[config.mk]
export PLATFORM = sky130hd
export DESIGN_NAME = scope_trigger_flat
export DESIGN_NICKNAME = d
export VERILOG_FILES = /design/src/rtl/scope_trigger_if.sv /design/src/rtl/scope_trigger.sv /design/src/flat_wrapper.sv
export SDC_FILE = /design/constraint.sdc
export NUM_CORES = 1
export LEC_CHECK = 0
export BUFFER_PORTS_ARGS = -buffer_cell sky130_fd_sc_hd__buf_2
export CORE_MARGIN = 5
export CORE_UTILIZATION = 25
export DETAILED_ROUTE_END_ITERATION = 10
export GPL_TIMING_DRIVEN = 0
export MAX_ROUTING_LAYER = met4
export SYNTH_ARGS = -nofsm -noshare
export SYNTH_HDL_FRONTEND = slang
export SYNTH_SLANG_ARGS = --single-unit
[constraint.sdc]
create_clock -name clk -period 5.35 [get_ports clk]
set_clock_uncertainty 0.05 [all_clocks]
set_input_delay 0.535 -clock clk [delete_from_list [all_inputs] [get_ports clk]]
set_output_delay 0.535 -clock clk [all_outputs]
set_load 0.01 [all_outputs]
[src/rtl/scope_trigger_if.sv]
// ADC input, trigger controls and the display-side sample stream of scope_trigger.
// master = acquisition block, slave = ADC/display side.
interface scope_trigger_if;
  logic [11:0] adc_data;
  logic        adc_valid;
  logic [11:0] trig;
  logic        rising;
  logic [7:0]  decim;
  logic        full;
  logic [8:0]  sample;
  logic        valid;
  logic        triggered;
  logic        auto_fired;

  modport master (
    input  adc_data, adc_valid, trig, rising, decim, full,
    output sample, valid, triggered, auto_fired
  );

  modport slave (
    output adc_data, adc_valid, trig, rising, decim, full,
    input  sample, valid, triggered, auto_fired
  );
endinterface

[src/rtl/scope_trigger.sv]
// Decimates ADC samples, triggers on a level crossing or auto timeout, streams one frame of screen rows.
// Latency 1 clk from a taken adc_valid to valid; no backpressure, a new frame is armed only after full.
module scope_trigger #(
  parameter int FRAME_LEN    = 640,
  parameter int AUTO_SAMPLES = 65535,
  parameter int HOLDOFF      = 16
) (
  input  logic            clk,
  input  logic            reset,
  scope_trigger_if.master bus
);
  localparam int IDX_W  = $clog2(FRAME_LEN);
  localparam int AUTO_W = $clog2(AUTO_SAMPLES + 1);
  localparam int HOLD_W = $clog2(HOLDOFF + 1);

  typedef enum logic [2:0] {
    S_IDLE, S_ARM, S_WAIT_TRIG, S_CAPTURE, S_WAIT_FULL, S_HOLDOFF
  } state_t;

  state_t              state, state_nxt;
  logic [7:0]          dec_cnt;
  logic [11:0]         prev;
  logic [AUTO_W-1:0]   auto_cnt;
  logic [IDX_W-1:0]    frame_idx;
  logic [HOLD_W-1:0]   hold_cnt;

  logic active, taken, hit, auto_hit, last_idx, hold_done, emit, enter_arm;
  logic unused_adc_lsb;

  assign unused_adc_lsb = ^bus.adc_data[3:0];

  // The decimator only runs while acquiring; other states ignore adc_valid.
  assign active    = (state == S_ARM) || (state == S_WAIT_TRIG) || (state == S_CAPTURE);
  assign taken     = active && bus.adc_valid && (dec_cnt >= bus.decim);
  assign hit       = bus.rising ? ((prev < bus.trig) && (bus.adc_data >= bus.trig))
                                : ((prev > bus.trig) && (bus.adc_data <= bus.trig));
  assign auto_hit  = (auto_cnt == AUTO_W'(AUTO_SAMPLES));
  assign last_idx  = (frame_idx == IDX_W'(FRAME_LEN - 1));
  assign hold_done = (hold_cnt == HOLD_W'(HOLDOFF - 1));
  assign enter_arm = (state_nxt == S_ARM) && (state != S_ARM);

  always_comb begin
    state_nxt = state;
    emit      = 1'b0;
    case (state)
      S_IDLE:      if (bus.full) state_nxt = S_ARM;
      S_ARM:       if (taken) state_nxt = S_WAIT_TRIG;
      S_WAIT_TRIG: if (taken && (hit || auto_hit)) begin
                     emit      = 1'b1;
                     state_nxt = S_CAPTURE;
                   end
      S_CAPTURE:   if (taken) begin
                     emit = 1'b1;
                     if (last_idx) state_nxt = S_WAIT_FULL;
                   end
      S_WAIT_FULL: if (bus.full) state_nxt = S_HOLDOFF;
      S_HOLDOFF:   if (hold_done) state_nxt = S_ARM;
      default:     state_nxt = S_IDLE;
    endcase
  end

  always_ff @(posedge clk or posedge reset) begin
    if (reset) begin
      state          <= S_IDLE;
      dec_cnt        <= '0;
      prev           <= '0;
      auto_cnt       <= '0;
      frame_idx      <= '0;
      hold_cnt       <= '0;
      bus.sample     <= '0;
      bus.valid      <= 1'b0;
      bus.triggered  <= 1'b0;
      bus.auto_fired <= 1'b0;
    end else begin
      state <= state_nxt;

      if (enter_arm)
        dec_cnt <= '0;
      else if (active && bus.adc_valid)
        dec_cnt <= taken ? 8'd0 : dec_cnt + 8'd1;

      if (taken && ((state == S_ARM) || (state == S_WAIT_TRIG)))
        prev <= bus.adc_data;

      // The arming sample counts toward the auto timeout.
      if (enter_arm)
        auto_cnt <= '0;
      else if (taken && ((state == S_ARM) || ((state == S_WAIT_TRIG) && !hit && !auto_hit)))
        auto_cnt <= auto_cnt + AUTO_W'(1);

      if (emit)
        frame_idx <= (state == S_CAPTURE && last_idx) ? '0 : frame_idx + IDX_W'(1);

      if (state == S_HOLDOFF)
        hold_cnt <= hold_done ? '0 : hold_cnt + HOLD_W'(1);
      else
        hold_cnt <= '0;

      bus.valid <= emit;
      if (emit)
        bus.sample <= 9'd300 - {1'b0, bus.adc_data[11:4]};

      // Stays high through the last frame sample's valid cycle.
      bus.triggered <= (state_nxt == S_CAPTURE) || emit;

      if (state == S_WAIT_TRIG && taken) begin
        if (hit)
          bus.auto_fired <= 1'b0;
        else if (auto_hit)
          bus.auto_fired <= 1'b1;
      end
    end
  end
endmodule

[src/flat_wrapper.sv]
// flat-port wrapper written by rule: the top's interface ports become plain ports
module scope_trigger_flat 
#(
  parameter int FRAME_LEN    = 640,
  parameter int AUTO_SAMPLES = 65535,
  parameter int HOLDOFF      = 16
)
  (clk, reset, bus_adc_data, bus_adc_valid, bus_trig, bus_rising, bus_decim, bus_full, bus_sample, bus_valid, bus_triggered, bus_auto_fired);
  scope_trigger_if bus_i ();
  input  logic clk;
  input  logic reset;
  input wire logic [$bits(bus_i.adc_data)-1:0] bus_adc_data;
  input wire logic [$bits(bus_i.adc_valid)-1:0] bus_adc_valid;
  input wire logic [$bits(bus_i.trig)-1:0] bus_trig;
  input wire logic [$bits(bus_i.rising)-1:0] bus_rising;
  input wire logic [$bits(bus_i.decim)-1:0] bus_decim;
  input wire logic [$bits(bus_i.full)-1:0] bus_full;
  output wire logic [$bits(bus_i.sample)-1:0] bus_sample;
  output wire logic [$bits(bus_i.valid)-1:0] bus_valid;
  output wire logic [$bits(bus_i.triggered)-1:0] bus_triggered;
  output wire logic [$bits(bus_i.auto_fired)-1:0] bus_auto_fired;
  assign bus_i.adc_data = bus_adc_data;
  assign bus_i.adc_valid = bus_adc_valid;
  assign bus_i.trig = bus_trig;
  assign bus_i.rising = bus_rising;
  assign bus_i.decim = bus_decim;
  assign bus_i.full = bus_full;
  assign bus_sample = bus_i.sample;
  assign bus_valid = bus_i.valid;
  assign bus_triggered = bus_i.triggered;
  assign bus_auto_fired = bus_i.auto_fired;
  scope_trigger #(.FRAME_LEN(FRAME_LEN), .AUTO_SAMPLES(AUTO_SAMPLES), .HOLDOFF(HOLDOFF)) u_core (.clk(clk), .reset(reset), .bus(bus_i));
endmodule
## Word-level counts from Yosys, hierarchy flattened

Cells that the tools add are included.

- Bits in registers: 66
- Output and inout bits: 12
- Logic and storage cells: 77
- Input bits: 37

- Add/subtract/negate cells: 5
- Multiplexer cells: 22
- Reductions and logical operators: 24
- Order comparisons: 5
- Equality and inequality tests: 11

Operator list:

| operator | count |
|---|---|
| $mux W16 | 2 |
| $mux W8 | 3 |
| $mux W3 | 7 |
| $pmux W3 S6 | 1 |
| $add A16 B1 Y16 const B | 1 |
| $eq A16 B16 Y1 const B | 1 |
| $ge A12 B12 Y1 | 1 |
| $gt A12 B12 Y1 | 1 |
| $le A12 B12 Y1 | 1 |
| $logic_and A1 B1 Y1 | 12 |
| $lt A12 B12 Y1 | 1 |
| $add A10 B1 Y10 const B | 1 |
| $eq A10 B10 Y1 const B | 1 |
| $mux W10 | 1 |
| $mux W5 | 2 |
| $eq A3 B2 Y1 const B | 3 |
| $sub A9 B8 Y9 const A | 1 |
| $add A8 B1 Y8 const B | 1 |
| $ge A8 B8 Y1 | 1 |
| $eq A3 B1 Y1 const B | 2 |
| $eq A3 B3 Y1 const B | 2 |
| $reduce_bool A2 Y1 | 3 |
| $add A5 B1 Y5 const B | 1 |
| $eq A5 B4 Y1 const B | 1 |
| other kinds (7) | 16 |

## Logic depth before layout (Yosys ltp)

- Depth in word-level cells: 11
- Depth in mapped cells: 12

## Least setup slack after synthesis

OpenSTA, ideal clock, no wires.

- Path type: input to register
- From: input bus_trig[5]
- To: register u_core.bus.sample[1]
- Arrival: 2761 ps
- Stages on the path: 12
- Slack: 2412 ps
- Data required time: 5173 ps
- Cells stage by stage: inv_1 ha_1 a21o_1 nand3_1 a21oi_1 a2111o_1 a211o_1 and3_1 buf_6 or2_4 clkinv_2 mux2_1

- Longest elaborated chain between the ends: 7

Ends and longest elaborated chain:

| element | line | text |
|---|---|---|
| start, declared | flat_wrapper.sv:14 | `input wire logic [$bits(bus_i.trig)-1:0] bus_trig;` |
| $gt A12 B12 Y1 (tied with other cells) | scope_trigger.sv:36 | `: ((prev > bus.trig) && (bus.adc_data <= bus.trig));` |
| $logic_and A1 B1 Y1, on equally long branches | scope_trigger.sv:36, scope_trigger.sv:35 |  |
| $mux W1 * | scope_trigger.sv:35 | `assign hit = bus.rising ? ((prev < bus.trig) && (bus.adc_data >= bus.trig))` |
| $logic_or A1 B1 Y1 * | scope_trigger.sv:48 | `S_WAIT_TRIG: if (taken && (hit \|\| auto_hit)) begin` |
| $logic_and A1 B1 Y1 * | scope_trigger.sv:48 |  |
| $mux W1 * | scope_trigger.sv:48 |  |
| $pmux W1 S2 * | scope_trigger.sv:45 | `case (state)` |
| net u_core.emit | scope_trigger.sv:27 | `logic active, taken, hit, auto_hit, last_idx, hold_done, emit, enter_arm;` |
| end signal, assigned | scope_trigger.sv:101 | `bus.sample <= 9'd300 - {1'b0, bus.adc_data[11:4]};` |
| end, declared | scope_trigger_if.sv:17 | `output sample, valid, triggered, auto_fired` |

Mark *: on every way through the listed nets, which the timed path passes. The rest lies on a longest branch.
A chain may end at the register's enable or synchronous reset.

## Worst setup path in the final report

- From: register u_core.dec_cnt[0]
- To: register u_core.prev[2]

- Longest elaborated chain between the ends: 3

Ends and longest elaborated chain:

| element | line | text |
|---|---|---|
| start, declared | scope_trigger.sv:21 | `logic [7:0] dec_cnt;` |
| start signal, assigned | scope_trigger.sv:80 | `dec_cnt <= taken ? 8'd0 : dec_cnt + 8'd1;` |
| $ge A8 B8 Y1 | scope_trigger.sv:34 | `assign taken = active && bus.adc_valid && (dec_cnt >= bus.decim);` |
| $logic_and A1 B1 Y1 | scope_trigger.sv:34 |  |
| $logic_and A1 B1 Y1 | scope_trigger.sv:82 | `if (taken && ((state == S_ARM) \|\| (state == S_WAIT_TRIG)))` |
| end signal, assigned | scope_trigger.sv:83 | `prev <= bus.adc_data;` |
| end, declared | scope_trigger.sv:22 | `logic [11:0] prev;` |

No other way between the ends.

==> metrics.md <==
| Metric | Value |
|---|---|
| Top cell type's share of synthesized area | `41.3%` |
| Gate Count Post-Synth | `428` |
| Met1 Use GR | `13.6%` |
| Post-route cell area | `4830 µm²` |
| Slew @ Worst Pin | `0.860 ns` |
| Via count | `3381` |
| H-tree levels | `3` |
| Die Area | `18600 µm²` |
| Reg-to-Reg Start | `u_core.dec_cnt[0]` |
| Max_slew headroom | `42.2%` |
| Core area | `15800 µm²` |
| R2R setup slack | `2.32 ns` |
| Critical-path cell list | `inv_1 -> ha_1 -> nor3b_1 -> o21a_1 -> o21ai_1 -> a21oi_1 -> nor2_1 -> o21ai_1 -> buf_2 -> mux2_2` |
| Fraction of layout cells with a size suffix above 1 | `16.7%` |
| Layout area overhead | `20.8%` |
| Crit-path max cell delay | `0.43 ns` |
| Pre-CTS WS | `2.10 ns` |
| Max cap viols | `0` |
| Grt peak-use layer | `met2` |
| Routed WL | `9.45 mm` |
| DRT iter0 DRCs | `260` |
| Final setup fails | `0` |
| Startpoint types | `flip-flop` |
| Total grt overflow | `0` |
| Critical path class | `reg2reg` |
| # diodes | `0` |
| Root buf cell | `clkbuf_16` |
| Initial antenna violation count | `0` |
| Final period util | `56.7%` |
| Crit path max fanout | `10` |
| Final min period | `3.03 ns` |
| Worst Setup End Kind | `flip-flop` |
| Worst-path clk slew | `0.06 ns` |
| DR WL/cell | `13.4 µm` |
| Setup TNS | `0 ns` |
| Vias in the first global route | `3418` |
| Placed Area | `4520 µm²` |
| # fillers | `1664` |
| Hold WC Path Type | `in2async` |
| Post-DP HPWL | `7.17 mm` |
| CP bufs+invs | `2` |
| Die height | `137 µm` |
| Clock tree buffer depth | `2` |
| Ys flop type | `dfrtp_1` |
| FP Rows | `46` |
| Post-DRT Antenna Nets | `0` |
| Port bufs | `48` |
| Asr flop ratio synth | `100%` |
| Post-synth EDFFs | `0` |
| Grt met3 use | `3.13%` |
| Final hold slack | `0.327 ns` |
| Synth Area per Inst | `9.35 µm²` |
| Fin nets | `561` |
| Post-CTS resize count | `0` |
| Leakage dissipation | `2.37 nW` |
| Met2 track demand over resource | `17.9%` |
| Seq/Total Area, Yosys | `41.3%` |
| Clock buffer count from CTS | `9` |
| Synth cell types | `48` |
| Gr usage total | `11.2%` |
| First-pass GRT wire length | `16.3 mm` |
| Synthesized Nets | `502` |
| Fmax | `0.330 GHz` |
| Hold buffers post-CTS | `0` |
| Run status | `completed` |
| FF-to-FF End | `u_core.prev[2]` |
| Clk sinks | `66` |
| Syn. warnings | `0` |
| Delay-heaviest family, CP | `compound AO/OA/AOI/OAI gates` |
| Syn Std Cell Area | `4000 µm²` |
| Unrepaired setup endpoints after global routing | `false` |
| Starting density of the core | `25.4%` |
| Setup Buffers After CTS | `0` |
| Critical path data arrival time | `3.19 ns` |
| Main area contributors after synthesis | `dfrtp_1 41%, ha_1 12%, nor2_1 3.2%, a21oi_1 3.1%, o21ai_0 3.1%` |
| Most used cell, CP | `o21ai_1` |
| Synthesized flop and latch total | `66` |
| Drt drc | `0` |
| Setup WS post-layout | `2.32 ns` |
| Routability cong. | `0.817` |
| Top cell type by total area after synthesis | `dfrtp_1` |
| Total Power | `1.64 mW` |
| Final hold violation count | `0` |
| R2R depth | `10` |
| Die Width | `137 µm` |
| Final max-slew violation count | `0` |
| Required @ worst endpoint | `5.51 ns` |
| Max stage delay cell, worst path | `dfrtp_1` |
| Vias/cell | `4.78` |
| Pin count of the biggest net entering global routing | `67` |
| VDD IR-drop max | `0.172 mV` |
| Total power density per cell area | `340 nW/µm²` |
| CTS tree | `built` |
| Number of I/O pins | `49` |
| Clk_lat worst skew | `0.33 ns` |
| DR pass1 iterations | `5` |
## cells in the final DEF, fill, tap and decap left out, drive strengths merged, types with 4 or more instances in the layout
| master | synthesis | routed |
|---|---|---|
| o21ai | 36 | 36 |
| nor3b | 5 | 5 |
| nor3 | 10 | 10 |
| inv | 30 | 30 |
| o31ai | 10 | 10 |
| mux2 | 13 | 13 |
| a21oi | 25 | 25 |
| xnor2 | 5 | 5 |
| and3 | 12 | 12 |
| clkbuf | 9 | 18 |
| buf | 5 | 53 |
| ha | 37 | 37 |
| nand2 | 29 | 29 |
| dfrtp | 66 | 66 |
| o211ai | 5 | 5 |
| nor2 | 34 | 34 |
| a21o | 4 | 4 |
| or3 | 4 | 4 |
| or4 | 7 | 7 |
| mux2i | 5 | 5 |
| nand2b | 6 | 6 |
| nand4 | 12 | 12 |
| nand3 | 19 | 19 |
| clkinv | 1 | 4 |
| xor2 | 11 | 11 |
| nor4 | 4 | 4 |
## sequential cells by signal, summed over array words and instances (netlist names)
register               cells
u_core.auto_cnt           16
u_core.prev               12
u_core.frame_idx          10
u_core.bus.sample          9
u_core.dec_cnt             8
u_core.hold_cnt            5
u_core.state               3
u_core.bus.auto_fired      1
u_core.bus.triggered       1
u_core.bus.valid           1
## final cells by class
| class | instances | area (µm²) | area share [%] |
|---|---|---|---|
| Tap cell | 216 | 270 | 5.59 |
| Inverter | 31 | 120 | 2.48 |
| Timing Repair Buffer | 48 | 240 | 4.97 |
| Clock buffer | 9 | 225 | 4.66 |
| Multi-Input combinational cell | 317 | 2160 | 44.6 |
| Clock inverter | 7 | 93.8 | 1.94 |
| Sequential cell | 66 | 1650 | 34.2 |
| Buffer | 14 | 76.3 | 1.58 |
## metrics by stage
| step | util (%) | instances |
|---|---|---|
| 2_1_floorplan | - | 428 |
| 4_1_cts | 30.7 | 708 |
| 3_5_place_dp | 28.6 | 692 |
| 3_3_place_gp | 28.6 | 692 |
| 5_1_grt | 30.7 | 708 |
| 6_report | 30.7 | 708 |
## logic make-up (layout without fill, tap and decap cells)
| kind of cell | after synthesis | in the layout | share of synthesized area (%) |
|---|---|---|---|
| AND/OR/NAND/NOR | 152 | 152 | 19.5 |
| buffers and inverters | 45 | 109 | 4.84 |
| flip-flops | 66 | 66 | 41.3 |
| AO/OA/AOI/OAI | 94 | 94 | 14.4 |
| multiplexers | 18 | 18 | 4.91 |
| adder cells (fa/ha/maj) | 37 | 37 | 11.6 |
| XOR/XNOR | 16 | 16 | 3.50 |
## report_power, final
part / internal [mW] / leakage (nW) / switching [mW] / total, mW
Clock: 0.406 / 0.151 / 0.220 / 0.627
Combinational: 0.165 / 1.32 / 0.220 / 0.386
Sequential: 0.576 / 0.901 / 0.0540 / 0.630
## worst max-delay path by stage
stage | startpoint | endpoint | slack, ns | cells past startpoint
2_1_floorplan | bus_trig[5] | u_core.bus.sample[1] | 2.41 | 12
3_3_place_gp | bus_trig[1] | u_core.bus.sample[1] | 2.14 | 12
3_5_place_dp | bus_trig[3] | u_core.bus.sample[1] | 2.10 | 12
4_1_cts | u_core.dec_cnt[0] | u_core.prev[2] | 2.27 | 10
5_1_grt | u_core.dec_cnt[0] | u_core.prev[2] | 2.00 | 10
6_report | u_core.dec_cnt[0] | u_core.prev[2] | 2.32 | 10
## cell usage after synthesis, types with 3 or more instances
library cell	instances
nor4_1	4
o211ai_1	5
nor3b_1	5
a21o_1	4
nor2b_1	3
a21oi_1	25
nand3_1	19
o21ai_1	11
xor2_1	11
inv_1	30
xnor2_1	5
or4_1	7
nand2b_1	6
nand2_1	29
o21a_1	3
o31ai_1	10
mux2_1	4
o21ai_0	25
ha_1	37
mux2i_1	5
nor3_1	10
and3_1	12
or3_1	4
nand4_1	12
nor2_1	34
mux2_2	9
dfrtp_1	66
clkbuf_1	9
## metal layers
| layer | share of wire, % | wire length (µm) |
|---|---|---|
| met2 | 48 | 4560 |
| met1 | 46 | 4330 |
| met5 | 0 | 0 |
| met4 | 1.4 | 129 |
| met3 | 4.6 | 435 |
## worst reg2reg max path, delay by kind of cell (launching register included)
family | cells | cell delay, ns
AO/OA/AOI/OAI | 4 | 0.99
multiplexers | 1 | 0.36
flip-flops | 1 | 0.43
adder cells (fa/ha/maj) | 1 | 0.27
AND/OR/NAND/NOR | 2 | 0.39
buffers and inverters | 2 | 0.42
No activity file was read; power rests on OpenSTA's default activity.
